==> src/rtl/time_disp_scan.sv <==
// rtl/time_disp_scan.sv - six-digit multiplexed seven-segment scan driver
// Frame-coherent snapshot, anti-ghost blanking, leading-zero suppression, set-mode blink.
module time_disp_scan #(
    parameter int SCAN_DIV  = 50000,
    parameter int BLANK_CYC = 2,
    parameter int BLINK_DIV = 25000000,
    parameter int HIDE_LZ   = 1
) (
    input  logic       clk,
    input  logic       sys_rst_p,
    input  logic       set_time,
    input  logic [7:0] hour,
    input  logic [7:0] min,
    input  logic [7:0] sec,
    output logic [7:0] seg,
    output logic [5:0] dig_n
);

    localparam int PW = $clog2(SCAN_DIV);
    localparam int BW = (BLINK_DIV > 1) ? $clog2(BLINK_DIV) : 1;

    logic [PW-1:0] pcnt;
    logic [2:0]    idx;
    logic [BW-1:0] bcnt;
    logic          blink_on;
    logic          set_q;
    logic [23:0]   snap;

    logic          frame_start;
    logic          slot_end;
    logic [23:0]   snap_eff;
    logic          set_rise;
    logic [BW-1:0] bcnt_eff;
    logic          blink_eff;
    logic          bcnt_wrap;
    logic [3:0]    nib;
    logic          dp_on;
    logic          blank_lz;
    logic          blank_blink;
    logic [7:0]    seg_next;
    logic [5:0]    dig_next;

    function automatic logic [6:0] encode(input logic [3:0] v);
        logic [6:0] r;
        case (v)
            4'd0:    r = 7'h3F;
            4'd1:    r = 7'h06;
            4'd2:    r = 7'h5B;
            4'd3:    r = 7'h4F;
            4'd4:    r = 7'h66;
            4'd5:    r = 7'h6D;
            4'd6:    r = 7'h7D;
            4'd7:    r = 7'h07;
            4'd8:    r = 7'h7F;
            4'd9:    r = 7'h6F;
            default: r = 7'h40;
        endcase
        return r;
    endfunction

    // The frame-start cycle uses the live inputs so the displayed value
    // always matches the snapshot being taken in that same cycle.
    always_comb begin
        frame_start = (pcnt == '0) && (idx == 3'd0);
        slot_end    = (pcnt == PW'(SCAN_DIV - 1));
        snap_eff    = frame_start ? {hour, min, sec} : snap;
        set_rise    = set_time & ~set_q;
        bcnt_eff    = set_rise ? '0 : bcnt;
        blink_eff   = set_rise | blink_on;
        bcnt_wrap   = (bcnt_eff == BW'(BLINK_DIV - 1));
    end

    always_comb begin
        nib = 4'd0;
        case (idx)
            3'd0:    nib = snap_eff[3:0];
            3'd1:    nib = snap_eff[7:4];
            3'd2:    nib = snap_eff[11:8];
            3'd3:    nib = snap_eff[15:12];
            3'd4:    nib = snap_eff[19:16];
            3'd5:    nib = snap_eff[23:20];
            default: nib = 4'd0;
        endcase
    end

    always_comb begin
        dp_on       = (idx == 3'd2) || (idx == 3'd4);
        blank_lz    = (HIDE_LZ != 0) && (idx == 3'd5) && (nib == 4'd0);
        blank_blink = set_time && !blink_eff && (idx >= 3'd2);
        seg_next    = 8'hFF;
        dig_next    = 6'h3F;
        if (int'(pcnt) >= BLANK_CYC) begin
            case (idx)
                3'd0:    dig_next = 6'h3E;
                3'd1:    dig_next = 6'h3D;
                3'd2:    dig_next = 6'h3B;
                3'd3:    dig_next = 6'h37;
                3'd4:    dig_next = 6'h2F;
                3'd5:    dig_next = 6'h1F;
                default: dig_next = 6'h3F;
            endcase
            if (!blank_lz && !blank_blink) begin
                seg_next = ~{dp_on, encode(nib)};
            end
        end
    end

    always_ff @(posedge clk or posedge sys_rst_p) begin
        if (sys_rst_p) begin
            pcnt     <= '0;
            idx      <= 3'd0;
            snap     <= 24'h0;
            bcnt     <= '0;
            blink_on <= 1'b1;
            set_q    <= 1'b0;
            seg      <= 8'hFF;
            dig_n    <= 6'h3F;
        end else begin
            set_q <= set_time;
            snap  <= snap_eff;
            seg   <= seg_next;
            dig_n <= dig_next;
            if (slot_end) begin
                pcnt <= '0;
                idx  <= (idx == 3'd5) ? 3'd0 : idx + 3'd1;
            end else begin
                pcnt <= pcnt + 1'b1;
            end
            // A set_time rise restarts the blink phase; it overrides a coincident wrap.
            if (bcnt_wrap) begin
                bcnt     <= '0;
                blink_on <= ~blink_eff;
            end else begin
                bcnt     <= bcnt_eff + 1'b1;
                blink_on <= blink_eff;
            end
        end
    end

endmodule

==> config.mk <==
export PLATFORM = sky130hd
export DESIGN_NAME = time_disp_scan
export DESIGN_NICKNAME = d
export VERILOG_FILES = /design/src/rtl/time_disp_scan.sv
export SDC_FILE = /design/constraint.sdc
export NUM_CORES = 1
export LEC_CHECK = 0
export ABC_CLOCK_PERIOD_IN_PS = 3350
export BUFFER_PORTS_ARGS = -buffer_cell sky130_fd_sc_hd__clkbuf_2
export CORE_AREA = 3 3 75 112
export DETAILED_ROUTE_END_ITERATION = 10
export DIE_AREA = 0 0 78 115
export PLACE_DENSITY = 0.74
export SKIP_LAST_GASP = 1
export SLEW_MARGIN = 15
export SYNTH_ARGS = -nofsm -noshare
export SYNTH_HDL_FRONTEND = slang
export SYNTH_SLANG_ARGS = --single-unit
==> constraint.sdc <==
create_clock -name clk -period 3.35 [get_ports clk]
set_clock_uncertainty 0.15 [all_clocks]
set_input_delay 0.67 -clock clk [delete_from_list [all_inputs] [get_ports clk]]
set_output_delay 0.67 -clock clk [all_outputs]
set_load 0.02 [all_outputs]
==> results of run 1 <==
==> routing by layer <==
layer / wire [µm] / share of wire (%)
met1: 3220 / 38
met2: 4660 / 55
met4: 315 / 3.7
met3: 314 / 3.7
met5: 0 / 0
==> cells by family (layout without fill, tap and decap cells) <==
family,after synthesis,after routing,synth area share (%)
compound gates,26,26,4.86
flops,84,84,51.2
xor+xnor,37,37,7.82
buf+inv,23,82,2.57
simple gates,168,168,21.1
fa+ha+maj,10,10,3.02
mux,35,35,9.45
==> Yosys cell counts, types with 8 or more instances <==
cell      n  area share (%)
dfrtp_1  69              42
nand2_1  43             3.9
nor2_1   43             3.9
mux2_2   23             6.2
nand3_1  21             2.5
xor2_1   20             4.2
xnor2_1  17             3.6
dfstp_2  15             9.5
inv_1    11             1.0
mux2i_1  11             2.7
ha_1     10             3.0
and3_1    9             1.4
nand4_1   8             1.2
==> worst reg2reg max path, delay by kind of cell (launching register included) <==
| family | cells | cell delay (ps) |
|---|---|---|
| compound gates | 3 | 650 |
| fa+ha+maj | 1 | 230 |
| flops | 1 | 440 |
| mux | 2 | 830 |
| simple gates | 4 | 830 |
==> how the worst max path moves through the flow <==
stage / to / startpoint / cells past startpoint
2_1_floorplan: bcnt[11] / set_time / 11
3_3_place_gp: seg[4] / pcnt[13] / 10
3_5_place_dp: seg[4] / pcnt[6] / 10
4_1_cts: seg[4] / pcnt[6] / 10
5_1_grt: seg[4] / pcnt[6] / 10
6_report: seg[4] / pcnt[7] / 10
==> sequential cells by signal, summed over array words and instances, names as in the netlist <==
name and cells:
bcnt 25, blink_on 1, dig_n 6, idx 3, pcnt 16, seg 8, set_q 1, snap 24
==> placed cells by master, fill, tap and decap left out, drive strengths merged, types with 8 or more instances in the layout <==
cell type / count
nand2: 43
nand3: 21
nor2: 44
xnor2: 17
dfstp: 15
inv: 10
buf: 15
xor2: 20
ha: 10
mux2: 23
and2: 8
dfrtp: 69
clkbuf: 54
nand4: 8
mux2i: 11
and3: 10
==> power groups by stage <==
| stage | logic [mW] | clock network [mW] | registers [mW] |
|---|---|---|---|
| finish | 0.155 | 0.968 | 1.09 |
| global route | 0.176 | 1.03 | 1.09 |
| floorplan | 0.0961 | 0 | 1.11 |
| global placement | 0.151 | 0 | 1.10 |
| detailed placement | 0.156 | 0 | 1.10 |
| CTS | 0.158 | 0.989 | 1.09 |
==> final cells by class <==
cell class | instances | area (µm²)
Tap cell | 102 | 128
Clock buffer | 14 | 254
Inverter | 11 | 42.5
Sequential cell | 84 | 2120
Clock inverter | 2 | 35.0
Fill cell | 621 | 2770
Multi-Input combinational cell | 276 | 1940
Timing Repair Buffer | 55 | 325
==> timing repair <==
item                                    4_1_cts  5_1_grt
hold endpoints to repair                      0        0
hold buffers                                  0        0
resized for setup                             0        3
setup buffers                                 0        0
endpoints found under the setup margin        0        6
==> qor.yml, run 1 <==
drt_iter0_markers: 139
yosys_warnings: 0
critical_path.max_stage_delay_ps: 460
criticalPathCategory: "reg2reg"
io_pins: 41
finalSetupTns_ps: 0
leakagePower_nw: 2.13
critical_path.reg2reg.endpoint: "seg[4]"
diodes: 0
ys_ff_latch: 84
route.detailed.drc: 0
drive_gt1_share_pct: 28.3
antenna_left: 0
insertion_delay_ps: 340
netlist_area_um2: 4150
max_freq_mhz: 312
worstReg2RegStart: "pcnt[7]"
rows: 39
syn_nets: 420
clockRootBuffer: "clkbuf_16"
power.total_mw: 2.21
cts_tree: "yes"
grt_max_degree: 85
synthFlopType: "dfrtp_1"
min_period_over_period_pct: 95.6
place_inst: 528
met3_usage_pct: 4.39
switching_share_pct: 21.8
use_met1_pct: 21.8
syn_area_per_cell_um2: 10.8
grt_pass1_wl_um: 14500
final.min_clock_period_ps: 3200
cts_num_sinks: 84
path_delay_family: "multiplexers"
die_area_um2: 8970
post-route-worst-setup-slack_ps: 147
gr-total-overflow: 0
area_growth_pct: 16.9
fp.dieW_um: 78
met2_usage_pct: 38.3
vias: 2948
hpwl_um: 6120
ff2ff_path_depth: 10
holdWs_ps: 245
instances_no_fill: 544
ys_seq_area_share_pct: 51.2
start_util_pct: 54.5
slowest_stage: "mux4_2"
powerDensity_nw_per_um2: 456
portBuffers: 40
nets: 474
grt_pass1_vias: 3205
ys_types: 55
synthArstFlopShare_pct: 100
top_usage_layer: "met2"
gp_congestion: 0.852
p_clk_share_pct: 43.8
path_clk_slew_ps: 50
cp.required_ps: 3460
worstMarginPinSlew_ps: 809
rsz0062_at_grt: "false"
fin_area_um2: 4850
setup_viol: 0
via_per_inst: 5.42
reg2reg_slack_ps: 150
outcome: "finished clean"
wire_per_inst_um: 15.6
route.final.wire_length_um: 8510
intPower_mw: 1.73
hold_violations: 0
cp.arrival_ps: 3310
place_area_um2: 4540
path_buf_inv: 0
setup.worst_path.start_class: "register"
place_ws_ps: 153
cp_max_fo: 4
p_switching_uw: 481
synth_edf_count: 0
final-max-slew-violation-count: 0
cp-end-kind: "register"
crit_chain: "nor4_4 -> nand4_1 -> nor2_4 -> mux2_2 -> mux4_2 -> nand2b_1 -> o221a_2 -> ha_2 -> a22oi_1 -> a311o_1"
slew_headroom_pct: 45.6
antenna_found_initial: 0
cap_violations: 0
core_area_um2: 7610
utilization_pct: 63.7
hold_class: "in2async"
dr.pass1.iters: 4
clk_path_buf_depth: 2
p_seq_share_pct: 49.1
die_y_um: 115
ir_worst_vdd_mv: 0.252
numCtsBuffers: 9
gr-usage-all-layers_pct: 21.0
p_comb_share_pct: 7.0
syn_inst: 383
htreeDepth: 3
(Power assumes the default switching activity.)
==> inputs of run 2 (changes only) <==
- CELL_PAD_IN_SITES_DETAIL_PLACEMENT: default -> 1
- CELL_PAD_IN_SITES_GLOBAL_PLACEMENT: default -> 1
- CORE_AREA: 3 3 75 112 -> 3 3 81 122
- DIE_AREA: 0 0 78 115 -> 0 0 84 125
- PLACE_DENSITY: 0.74 -> default
- PLACE_DENSITY_LB_ADDON: default -> 0.1
==> qor.yml, run 2 (synthesized netlist as in run 1, its figures left out) <==
worstMarginPinSlew_ps: 958  # +150 ps
p_comb_share_pct: 7.0  # about the same
dr.pass1.iters: 4  # unchanged
core_area_um2: 8880  # +17%
final-max-slew-violation-count: 0  # unchanged
die_area_um2: 10500  # +17%
cts-hold-fix-buffers: 0  # unchanged
critical_path.max_stage_delay_ps: 450  # about the same
final.min_clock_period_ps: 3190  # -13.5 ps
path_delay_family: "simple AND/OR/NAND/NOR gates"
slowest_stage: "mux4_2"
clockRootBuffer: "clkbuf_16"
fillers: 974  # +57%
htreeDepth: 3  # unchanged
final_cell_mix: "dfrtp_1 (68), nor2_1 (43), nand2_1 (43)"
instances_no_fill: 554  # +1.8%
largest_register_ff_count: 25  # unchanged
cts_tree: "yes"
via_per_inst: 5.41  # -0.24%
leakagePower_nw: 2.17  # +1.8%
io_pins: 41  # unchanged
antenna_found_initial: 0  # unchanged
grt_pass1_vias: 3433  # +7.1%
die_y_um: 125  # +8.7%
insertion_delay_ps: 340  # about the same
gr-total-overflow: 0  # unchanged
gr-usage-all-layers_pct: 20.5  # -0.53 points
top_regs: "bcnt x25, snap x24, pcnt x16"
wire_per_inst_um: 18.4  # +18%
path_clk_slew_ps: 60  # about the same
multiInputGateArea_um2: 1970  # +1.3%
place_ws_ps: 112  # -41.0 ps
drive_gt1_share_pct: 29.7  # +1.4 points
final_common_cell: "dfrtp_1"
nets: 476  # +0.42%
switching_share_pct: 23.0  # +1.3 points
grt_pass1_wl_um: 17000  # +17%
utilization_pct: 55.8  # -7.9 points
ff2ff_path_depth: 10  # unchanged
ir_worst_vdd_mv: 0.276  # +9.7%
route.final.wire_length_um: 10200  # +20%
hold_class: "in2async"
worst-path-stages: 10  # unchanged
route.detailed.drc: 0  # unchanged
max_freq_mhz: 313  # +0.42%
hold_violations: 0  # unchanged
cp-end-kind: "register"
setup.worst_path.start_class: "register"
crit_chain: "nor4_4 -> nand4_1 -> nor2_4 -> mux2_2 -> mux4_2 -> nand2b_1 -> o221a_4 -> ha_1 -> a22oi_1 -> a311o_1"
slew_headroom_pct: 35.6  # -10 points
intPower_mw: 1.78  # +3.1%
outcome: "finished clean"
criticalPathCategory: "reg2reg"
cp.required_ps: 3470  # about the same
cts_num_sinks: 84  # unchanged
place_inst: 535  # +1.3%
portBuffers: 40  # unchanged
diodes: 0  # unchanged
start_util_pct: 46.7  # -7.8 points
fp.dieW_um: 84  # +7.7%
hpwl_um: 7020  # +15%
antenna_left: 0  # unchanged
clk_path_buf_depth: 2  # unchanged
min_period_over_period_pct: 95.2  # -0.40 points
powerDensity_nw_per_um2: 467  # +2.4%
gp_congestion: 0.783  # -8.1%
cp_max_fo: 4  # unchanged
rows: 42  # +7.7%
path_buf_inv: 0  # unchanged
post-route-worst-setup-slack_ps: 160  # +13.5 ps
cap_violations: 0  # unchanged
p_seq_share_pct: 47.1  # -2.0 points
p_clk_share_pct: 45.9  # +2.1 points
setup_viol: 0  # unchanged
cp.arrival_ps: 3310  # about the same
vias: 2995  # +1.6%
p_switching_uw: 533  # +11%
drt_iter0_markers: 99  # -29%
top_register: "bcnt"
numCtsBuffers: 9  # unchanged
final-seq-area_um2: 2120  # about the same
area_growth_pct: 19.5
grt_max_degree: 85  # unchanged
## run 2: cell type report
cell class	count	area share (%)
inverter	11	0.859
multi-input combinational	276	39.7
clock inverter	7	1.84
sequential	84	42.8
tap	110	2.78
timing repair buffer	57	7.47
clock buffer	9	4.55
## run 2: worst paths after layout
path / from / end / slack (ps)
min in group clk: pcnt[0] / pcnt[0] / 330
worst max-delay path: pcnt[7] / seg[4] / 160
worst min-delay path: sys_rst_p / bcnt[3] / 250
worst min register to register: pcnt[0] / pcnt[0] / 330
max in group asynchronous: sys_rst_p / dig_n[5] / 2440
worst max register to register: pcnt[7] / seg[4] / 160
## run 2: power by group through the flow
stage | clock, mW | sequential (mW) | combinational [mW]
final | 1.06 | 1.09 | 0.163
after global routing | 1.12 | 1.09 | 0.185
after CTS | 1.09 | 1.09 | 0.162
after detailed placement | 0 | 1.11 | 0.160
after global placement | 0 | 1.10 | 0.155
after floorplan | 0 | 1.11 | 0.0961
## run 2: per-layer routing
layer	GRT usage, %	share of wire, %	up-vias
met1	22.7	38	1503
li1	-	-	1427
met3	3.82	2.7	20
met5	0	0	-
met4	9.85	2.9	0
met2	37.1	56	45
## run 2: metrics by stage
step / hold slack (ps) / TNS, ps / cell area (µm²) / power (mW)
5_1_grt: 280 / -11.2 / 4950 / 2.40
6_report: 247 / 0 / 4950 / 2.31
2_1_floorplan: 305 / 0 / 4150 / 1.20
3_3_place_gp: 321 / 0 / 4560 / 1.26
3_5_place_dp: 326 / 0 / 4560 / 1.27
4_1_cts: 274 / 0 / 4880 / 2.34
## run 2: timing repair
item | in CTS | in global routing
setup endpoints to repair | 0 | 7
gates resized for setup | 0 | 6
setup buffers | 0 | 2
## run 2: tightest hold or removal path: stages
cell and delay (ps):
clkbuf_2 90, clkinv_2 50, buf_12 350
==> inputs of run 3 (changes only) <==
- ABC_CLOCK_PERIOD_IN_PS: 3350 -> 3680
- CORE_AREA: 3 3 81 122 -> 3 3 83 124
- DIE_AREA: 0 0 84 125 -> 0 0 86 127
- clock period: 3.35 -> 3.68 ns (I/O delays scaled with it)
==> qor.yml, run 3 (synthesized netlist as in run 1, its figures left out) <==
top_register: "bcnt"
numCtsBuffers: 9  # unchanged
gr-total-overflow: 0  # unchanged
start_util_pct: 44.5  # -2.1 points
antenna_found_initial: 0  # unchanged
finalSetupTns_ps: 0  # unchanged
htreeDepth: 3  # unchanged
path_clk_slew_ps: 60  # about the same
place_area_um2: 4520  # -1.1%
drive_gt1_share_pct: 27.9  # -1.8 points
hpwl_um: 7080  # +0.94%
setup.worst_path.start_class: "register"
cp_max_fo: 7  # +3
holdWs_ps: 330  # +83.6 ps
cts_num_sinks: 84  # unchanged
instances_no_fill: 549  # -0.90%
clockRootBuffer: "clkbuf_16"
worstReg2RegStart: "idx[2]"
grt_pass1_wl_um: 16300  # -4.0%
slew_headroom_pct: 40.8  # +5.2 points
final_common_cell: "dfrtp_1"
cp.required_ps: 3790  # +320 ps
route.final.wire_length_um: 9710  # -4.7%
final.min_clock_period_ps: 3370  # +176 ps
route.detailed.drc: 0  # unchanged
final_cell_mix: "dfrtp_1 (69), nor2_1 (43), nand2_1 (43)"
via_per_inst: 5.41  # about the same
hold_class: "in2async"
hold_violations: 0  # unchanged
final-max-slew-violation-count: 0  # unchanged
fin_area_um2: 4830  # -2.5%
post_cts_buffers: 0  # unchanged
final-seq-area_um2: 2120  # about the same
vias: 2969  # -0.87%
cts-hold-fix-buffers: 0  # unchanged
grt_pass1_vias: 3216  # -6.3%
gr-usage-all-layers_pct: 19.2  # -1.3 points
cp-end-kind: "register"
cts_tree: "yes"
fillers: 1048  # +7.6%
max_freq_mhz: 297  # -5.2%
largest_register_ff_count: 25  # unchanged
grt_max_degree: 41  # -52%
area_growth_pct: 16.5
insertion_delay_ps: 340  # about the same
reg2reg_slack_ps: 310  # +150 ps
fp.dieW_um: 86  # +2.4%
core_area_um2: 9310  # +4.8%
nets: 469  # -1.5%
die_area_um2: 10900  # +4.0%
ir_worst_vdd_mv: 0.364  # +32%
utilization_pct: 51.9  # -3.9 points
criticalPathCategory: "reg2reg"
portBuffers: 40  # unchanged
critical_path.reg2reg.endpoint: "seg[4]"
die_y_um: 127  # +1.6%
setup_viol: 0  # unchanged
ff2ff_path_depth: 10  # unchanged
cp.arrival_ps: 3480  # +170 ps
rows: 43  # +2.4%
wire_per_inst_um: 17.7  # -3.8%
antenna_left: 0  # unchanged
powerDensity_nw_per_um2: 434  # -7.1%
dr.pass1.iters: 4  # unchanged
cap_violations: 0  # unchanged
gp_congestion: 0.781  # -0.24%
clk_path_buf_depth: 2  # unchanged
place_inst: 533  # -0.37%
drt_iter0_markers: 101  # +2.0%
diodes: 0  # unchanged
io_pins: 41  # unchanged
min_period_over_period_pct: 91.5  # -3.8 points
rsz0062_at_grt: "false"
ctsResizeCount: 0  # unchanged
outcome: "finished clean"
leakagePower_nw: 2.10  # -3.2%
worstMarginPinSlew_ps: 881  # -77.5 ps
multiInputGateArea_um2: 1920  # -2.1%
top_regs: "bcnt x25, snap x24, pcnt x16"
==> run 3: worst max path at each step <==
stage	startpoint	to	cells past startpoint
4_1_cts	idx[2]	seg[4]	10
3_3_place_gp	idx[2]	seg[4]	10
5_1_grt	idx[2]	seg[0]	10
3_5_place_dp	idx[2]	seg[4]	10
2_1_floorplan	set_time	bcnt[11]	11
6_report	idx[2]	seg[4]	10
==> run 3: area by class of cell <==
type	count	area share, %
clock buffer	9	4.66
clock inverter	7	1.86
inverter	11	0.881
multi-input combinational	276	39.8
sequential	84	43.9
tap	112	2.90
timing repair buffer	50	5.96
==> run 3: critical path, cell delays in order, from the launching register on <==
cell and delay (ps):
dfrtp_1 490, nor3_2 430, nand2_1 120, nor2_2 230, mux2_2 390, mux4_2 460
nand2b_1 110, o221a_2 220, ha_1 240, a22oi_1 100, a311o_1 350
==> run 3: layer usage <==
layer  global-route usage, %  part of all wire (%)  vias up
met3                    4.58                   2.7       10
met5                       0                     0        -
li1                        -                     -     1412
met4                    5.87                   1.7        0
met1                    21.7                    40     1508
met2                    35.1                    55       39
==> run 3: per-stage QoR <==
stage                     total power, mW  setup slack (ps)
after floorplan                      1.09               263
after global placement               1.14               467
after detailed placement             1.15               368
after CTS                            2.12               311
after global routing                 2.19               114
final                                2.10               314
==> run 3: power breakdown <==
part,leakage [nW],switching [mW],internal (mW)
Combinational,0.907,0.0813,0.0601
Clock,0.153,0.372,0.592
Sequential,1.04,0.0238,0.966
Total,2.10,0.478,1.62
